**src/rtl/sha256_id_arb_pkg.sv**
```systemverilog
// Shared types and constants for the ID-stream arbiter.
//   arb_state_e : arbiter FSM state (idle/arbitrating vs. locked onto one requester)
//   DefaultIdW  : default ID width, matches the ID buffer
package sha256_id_arb_pkg;

   typedef enum logic [0:0] {
      StIdle,
      StLocked
   } arb_state_e;

   localparam int unsigned DefaultIdW = 6;

endpackage

```
**src/rtl/sha256_rr_pick.sv**
```systemverilog
// Combinational round-robin picker.
// Searches req starting at rr_ptr and wrapping modulo NUM_REQ; returns the first set index.
//   req    in  NUM_REQ  request vector
//   rr_ptr in  PTR_W    index with highest priority (must be < NUM_REQ)
//   idx    out PTR_W    selected index (0 when nothing requested)
//   any    out 1        at least one request present
module sha256_rr_pick #(
   parameter int unsigned NUM_REQ = 2,
   parameter int unsigned PTR_W   = 1
) (
   input  logic [NUM_REQ-1:0] req,
   input  logic [PTR_W-1:0]   rr_ptr,
   output logic [PTR_W-1:0]   idx,
   output logic               any
);

   int unsigned cand;

   always_comb begin
      idx  = '0;
      any  = 1'b0;
      cand = 0;
      for (int unsigned k = 0; k < NUM_REQ; k++) begin
         cand = (32'(rr_ptr) + k) % NUM_REQ;
         if (!any && req[cand]) begin
            any = 1'b1;
            idx = PTR_W'(cand);
         end
      end
   end

endmodule

```
**src/rtl/sha256_id_arbiter.sv**
```systemverilog
// Packet-level round-robin arbiter sharing the ID-buffer input stream between NUM_REQ requesters.
// A requester is granted after a one-cycle arbitration bubble and keeps the grant until its
// last beat handshakes; beats pass through combinationally with no storage.
//   clk, nrst      clock, synchronous active-low reset
//   en             low freezes the arbiter (no grants, no transfers)
//   sync_rst       synchronous soft reset, active-high, same effect as nrst
//   req_*          per-requester ID stream (id/last/valid in, ready out)
//   id_out_*       stream towards the ID buffer
//   status_grant   current / last granted requester
//   status_busy    high while locked onto a requester
//   status_pkt_cnt completed packets, wrapping
module sha256_id_arbiter
   import sha256_id_arb_pkg::*;
#(
   parameter int unsigned NUM_REQ = 2,
   parameter int unsigned ID_W    = DefaultIdW,
   parameter int unsigned CNT_W   = 16,
   localparam int unsigned GRANT_W = (NUM_REQ > 1) ? $clog2(NUM_REQ) : 1
) (
   input  logic                    clk,
   input  logic                    nrst,
   input  logic                    en,
   input  logic                    sync_rst,
   input  logic [NUM_REQ*ID_W-1:0] req_id,
   input  logic [NUM_REQ-1:0]      req_last,
   input  logic [NUM_REQ-1:0]      req_valid,
   output logic [NUM_REQ-1:0]      req_ready,
   output logic [ID_W-1:0]         id_out,
   output logic                    id_out_last,
   output logic                    id_out_valid,
   input  logic                    id_out_ready,
   output logic [GRANT_W-1:0]      status_grant,
   output logic                    status_busy,
   output logic [CNT_W-1:0]        status_pkt_cnt
);

   arb_state_e         state_q, state_d;
   logic [GRANT_W-1:0] grant_q, grant_d;
   logic [GRANT_W-1:0] rr_ptr_q, rr_ptr_d;
   logic [CNT_W-1:0]   pkt_cnt_q, pkt_cnt_d;

   logic [GRANT_W-1:0] pick_idx;
   logic               pick_any;

   sha256_rr_pick #(
      .NUM_REQ (NUM_REQ),
      .PTR_W   (GRANT_W)
   ) u_pick (
      .req    (req_valid),
      .rr_ptr (rr_ptr_q),
      .idx    (pick_idx),
      .any    (pick_any)
   );

   always_ff @(posedge clk) begin
      if (!nrst || sync_rst) begin
         state_q   <= StIdle;
         grant_q   <= '0;
         rr_ptr_q  <= '0;
         pkt_cnt_q <= '0;
      end else begin
         state_q   <= state_d;
         grant_q   <= grant_d;
         rr_ptr_q  <= rr_ptr_d;
         pkt_cnt_q <= pkt_cnt_d;
      end
   end

   always_comb begin
      state_d      = state_q;
      grant_d      = grant_q;
      rr_ptr_d     = rr_ptr_q;
      pkt_cnt_d    = pkt_cnt_q;
      req_ready    = '0;
      id_out       = '0;
      id_out_last  = 1'b0;
      id_out_valid = 1'b0;

      // With en low everything holds and no handshake can occur.
      if (en) begin
         case (state_q)
            StIdle: begin
               if (pick_any) begin
                  grant_d = pick_idx;
                  state_d = StLocked;
               end
            end
            StLocked: begin
               id_out             = req_id[grant_q*ID_W +: ID_W];
               id_out_last        = req_last[grant_q];
               id_out_valid       = req_valid[grant_q];
               // Ready is independent of req_valid: no valid->ready loop.
               req_ready[grant_q] = id_out_ready;
               if (id_out_valid && id_out_ready && id_out_last) begin
                  pkt_cnt_d = pkt_cnt_q + CNT_W'(1);
                  rr_ptr_d  = (grant_q == GRANT_W'(NUM_REQ - 1)) ? '0 : grant_q + GRANT_W'(1);
                  state_d   = StIdle;
               end
            end
            default: state_d = StIdle;
         endcase
      end
   end

   assign status_grant   = grant_q;
   assign status_busy    = (state_q == StLocked);
   assign status_pkt_cnt = pkt_cnt_q;

endmodule

```
**config.mk**
```make
export PLATFORM = sky130hd
export DESIGN_NAME = sha256_id_arbiter
export DESIGN_NICKNAME = d
export VERILOG_FILES = /design/src/rtl/sha256_id_arb_pkg.sv /design/src/rtl/sha256_rr_pick.sv /design/src/rtl/sha256_id_arbiter.sv
export SDC_FILE = /design/constraint.sdc
export NUM_CORES = 1
export LEC_CHECK = 0
export CAP_MARGIN = 20
export CORE_MARGIN = 3
export CORE_UTILIZATION = 41
export CTS_CLUSTER_DIAMETER = 200
export DETAILED_ROUTE_END_ITERATION = 12
export DONT_BUFFER_PORTS = 1
export GPL_ROUTABILITY_DRIVEN = 0
export SETUP_SLACK_MARGIN = 0.3
export SLEW_MARGIN = 20
export SYNTH_ARGS = -nofsm -noshare
export SYNTH_HDL_FRONTEND = slang
export SYNTH_SLANG_ARGS = --single-unit
```
**constraint.sdc**
```tcl
create_clock -name clk -period 4.89 [get_ports clk]
set_input_delay 1.2225 -clock clk [delete_from_list [all_inputs] [get_ports clk]]
set_output_delay 1.2225 -clock clk [all_outputs]
set_load 0.005 [all_outputs]
```
==> results.txt <==
----------------------------------------------------
[Outcome]
  Status ... completed

[Yosys]
  Fraction of synthesis flops using an asynchronous set or reset pin ... 0
  Synth top area share ... 0.360
  Flip-flop and latch count after synthesis ... 19
  Top cells by area, synth ... dfxtp_1 36%, mux2i_1 8.5%, a21oi_1 5.7%, nor2_1 5.7%, o21ai_0 4.3%
  Count of distinct cell types in the synthesized netlist ... 29
  Library cell occupying the most area in the post-synthesis netlist ... dfxtp_1
  Synth Instances ... 130
  Net count after synthesis ... 152
  Seq/Total Area, Yosys ... 0.360
  Post-synth EDFFs ... 0
  Commonest register cell after synthesis ... dfxtp_1
  Mean Syn Cell Area ... 8.12 um2
  Synthesized area ... 1060 um2
  YS warnings ... 0

[Drt]
  Avg Vias per Cell ... 6.18
  Remaining antenna violation count ... 0
  Count of vias placed by the detailed router ... 952
  Total Wirelength ... 2.48 mm
  Number of DRC markers in iteration 0 ... 41
  Number of remaining DRC errors ... 0
  DRT Pass-1 Iters ... 4
  Routed wire length per instance ... 16.1 um

[Critical path]
  Endpoint arrival time on the critical path ... 1.75 ns
  Critical path's slowest cell ... nor3b_1
  Critical path required time ... 3.67 ns
  Setup Crit Path Kind ... in -> out
  Dominant delay contributor by cell family on the critical path ... simple AND/OR/NAND/NOR gates
  Maximum single-stage delay on the critical path ... 0.33 ns
  Crit path buffers/inverters ... 0
  Launching element type of the critical path ... primary input
  CP endpoint kind ... output pin
  Maximum fanout encountered on the critical timing path ... 11
  Series of cell instances along the critical path ... nand2_1 > nor3b_1

[Pwr]
  Overall power after layout ... 249 uW
  Reg power frac ... 0.629
  Proportion of power drawn by combinational gates ... 0.052
  Peak supply drop ... 0.120 mV
  Static leakage ... 0.000314 uW
  Power per Cell Area ... 230 nW/um2
  Sw Pwr ... 58.2 uW
  Internal power ... 191 uW
  Switching portion of total power ... 0.233
  Relative contribution of the clock network to total power ... 0.319

[Floorplan]
  Area enclosed by the die boundary ... 3220 um2
  Total core area ... 2320 um2
  Starting Density ... 0.455
  Number of ports placed on the die boundary ... 49
  Die X-Extent ... 56.8 um
  Number of core rows ... 17
  Die height ... 56.8 um

[Layout]
  Fraction of layout cells with a size suffix above 1 ... 0.0556
  Final Net Count ... 149
  Final Non-Filler Cells ... 154
  P&R area growth vs syn ... 2.61%
  Number of fillers in the final layout ... 229
  Diodes inserted ... 0
  Cell area after layout ... 1080 um2

[Timing]
  Setup repair after global routing missed its margin ... no
  Setup skew after layout ... 0.00197 ns
  Final sum of negative setup slack ... 0 ns
  Upper clock frequency limit ... 336 MHz
  Final Max Slew Viols ... 0
  Final hold viol count ... 0
  Final-report setup violation count ... 0
  Relative max-transition margin ... 0.522
  Min Tclk post-route ... 2.97 ns
  Tcrit/Tclk final ... 0.608
  Worst Max-Slew Pin Slew ... 0.717 ns
  Final WS setup ... 1.92 ns

[Placed design]
  Post-detailed-placement cell area ... 1060 um2
  Total placed cells including tap cells ... 150
  Pre-CTS worst setup slack ... 1.90 ns
  DP Wirelength ... 1.86 mm
  IO buf count ... 0

[Global routing]
  GRT Resource Usage Total ... 0.150
  Total overflow reported by the global router ... 0
  Via count of the first global-routing pass ... 884
  Global-route wire length before repair ... 4.02 mm
  Antenna violations before repair ... 0
  Pin count of the biggest net entering global routing ... 19

[CTS]
  Clock slew seen by the registers of the worst setup and hold paths ... 0.11 ns
  CTS-repair resized insts ... 0
  CTS tree ... done
  Buffer count from post-CTS setup fixing ... 0
  Number of buffers added by the clock tree synthesis step ... 3
  Number of buffers between clock root and the deepest sink ... 2
  TritonCTS sink count ... 19
  Clock latency at the later pin of the worst-skew pair ... 0.29 ns
  Library cell used as clock root buffer ... clkbuf_4
  Number of hold buffers added after cts ... 0
  Deepest level of the CTS H-tree ... 1

[Worst hold path]
  Worst min-delay path class ... reg -> reg

[Run]
  Maxcap violations ... 0

----------------------------------------------------
==> cells in the mapped netlist, types with 3 or more instances <==
cell / instances
a21oi_1: 12
and3_1: 3
and4_1: 4
clkbuf_1: 6
dfxtp_1: 19
mux2i_1: 9
nand2_1: 8
nand3_1: 6
nand4_1: 3
nor2_1: 16
o21ai_0: 9
o31ai_1: 3
or3_1: 6
or4_1: 4
xnor2_1: 3
==> area by class of cell <==
type,count,area [um2],area share
multi-input combinational,103,641,0.591
tap,28,35.0,0.0323
clock buffer,3,22.5,0.0208
sequential,19,380,0.351
clock inverter,1,5.00,0.00462
==> power groups by stage <==
stage	clock network (uW)	logic, uW	registers [uW]
finish	79.6	12.9	157
global route	91.2	14.5	157
CTS	83.5	13.1	157
detailed placement	0	13.0	160
global placement	0	12.6	160
floorplan	0	12.2	159
==> through the flow <==
step                 util  hold WS [ns]
floorplan               -         0.468
global placement    0.455         0.483
detailed placement  0.455         0.490
CTS                 0.467         0.508
global route        0.467         0.532
finish              0.467         0.506
==> state kept, by name, summed over array words and instances, names as in the netlist <==
| signal | count |
|---|---|
| status_grant | 1 |
| status_pkt_cnt | 16 |
| rr_ptr_q | 1 |
| status_busy | 1 |
==> layer usage <==
layer | share of wire | GRT usage | routed length [um] | up-vias
met3 | 0.051 | 0.0368 | 126 | 2
met4 | 0.0069 | 0.0464 | 17 | 0
met2 | 0.52 | 0.267 | 1290 | 18
met1 | 0.42 | 0.176 | 1040 | 462
li1 | - | - | - | 470
met5 | 0 | 0 | 0 | -
==> logic make-up after synthesis <==
kind of cell | Yosys count | share of synthesized area
compound gates | 28 | 0.152
xor+xnor | 3 | 0.0249
fa+ha+maj | 1 | 0.0118
buf+inv | 8 | 0.0332
flops | 19 | 0.360
mux | 11 | 0.107
simple gates | 60 | 0.312
==> path summary, 6_finish.rpt <==
check	depth (start not counted)	to	slack, ns	from
worst min-delay path	2	rr_ptr_q	0.51	rr_ptr_q
worst max-delay path	2	req_ready[0]	1.92	en
worst max register to register	4	status_pkt_cnt[12]	2.40	status_grant
worst min register to register	2	rr_ptr_q	0.51	rr_ptr_q
==> layout by cell type, fill, tap and decap left out, drive strengths merged <==
cell type	n
dfxtp	19
nor2	16
a21oi	12
mux2i	9
o21ai	9
nand2	8
nand3	6
or3	6
and4	4
or4	4
and3	3
nand4	3
xnor2	3
o31ai	3
clkbuf	3
and2	2
nand2b	2
mux2	2
nor2b	2
nand4b	2
nor3b	1
nor4	1
a31o	1
o21a	1
a32oi	1
a211oi	1
ha	1
clkinv	1
Power figures use the tool's default switching activity.
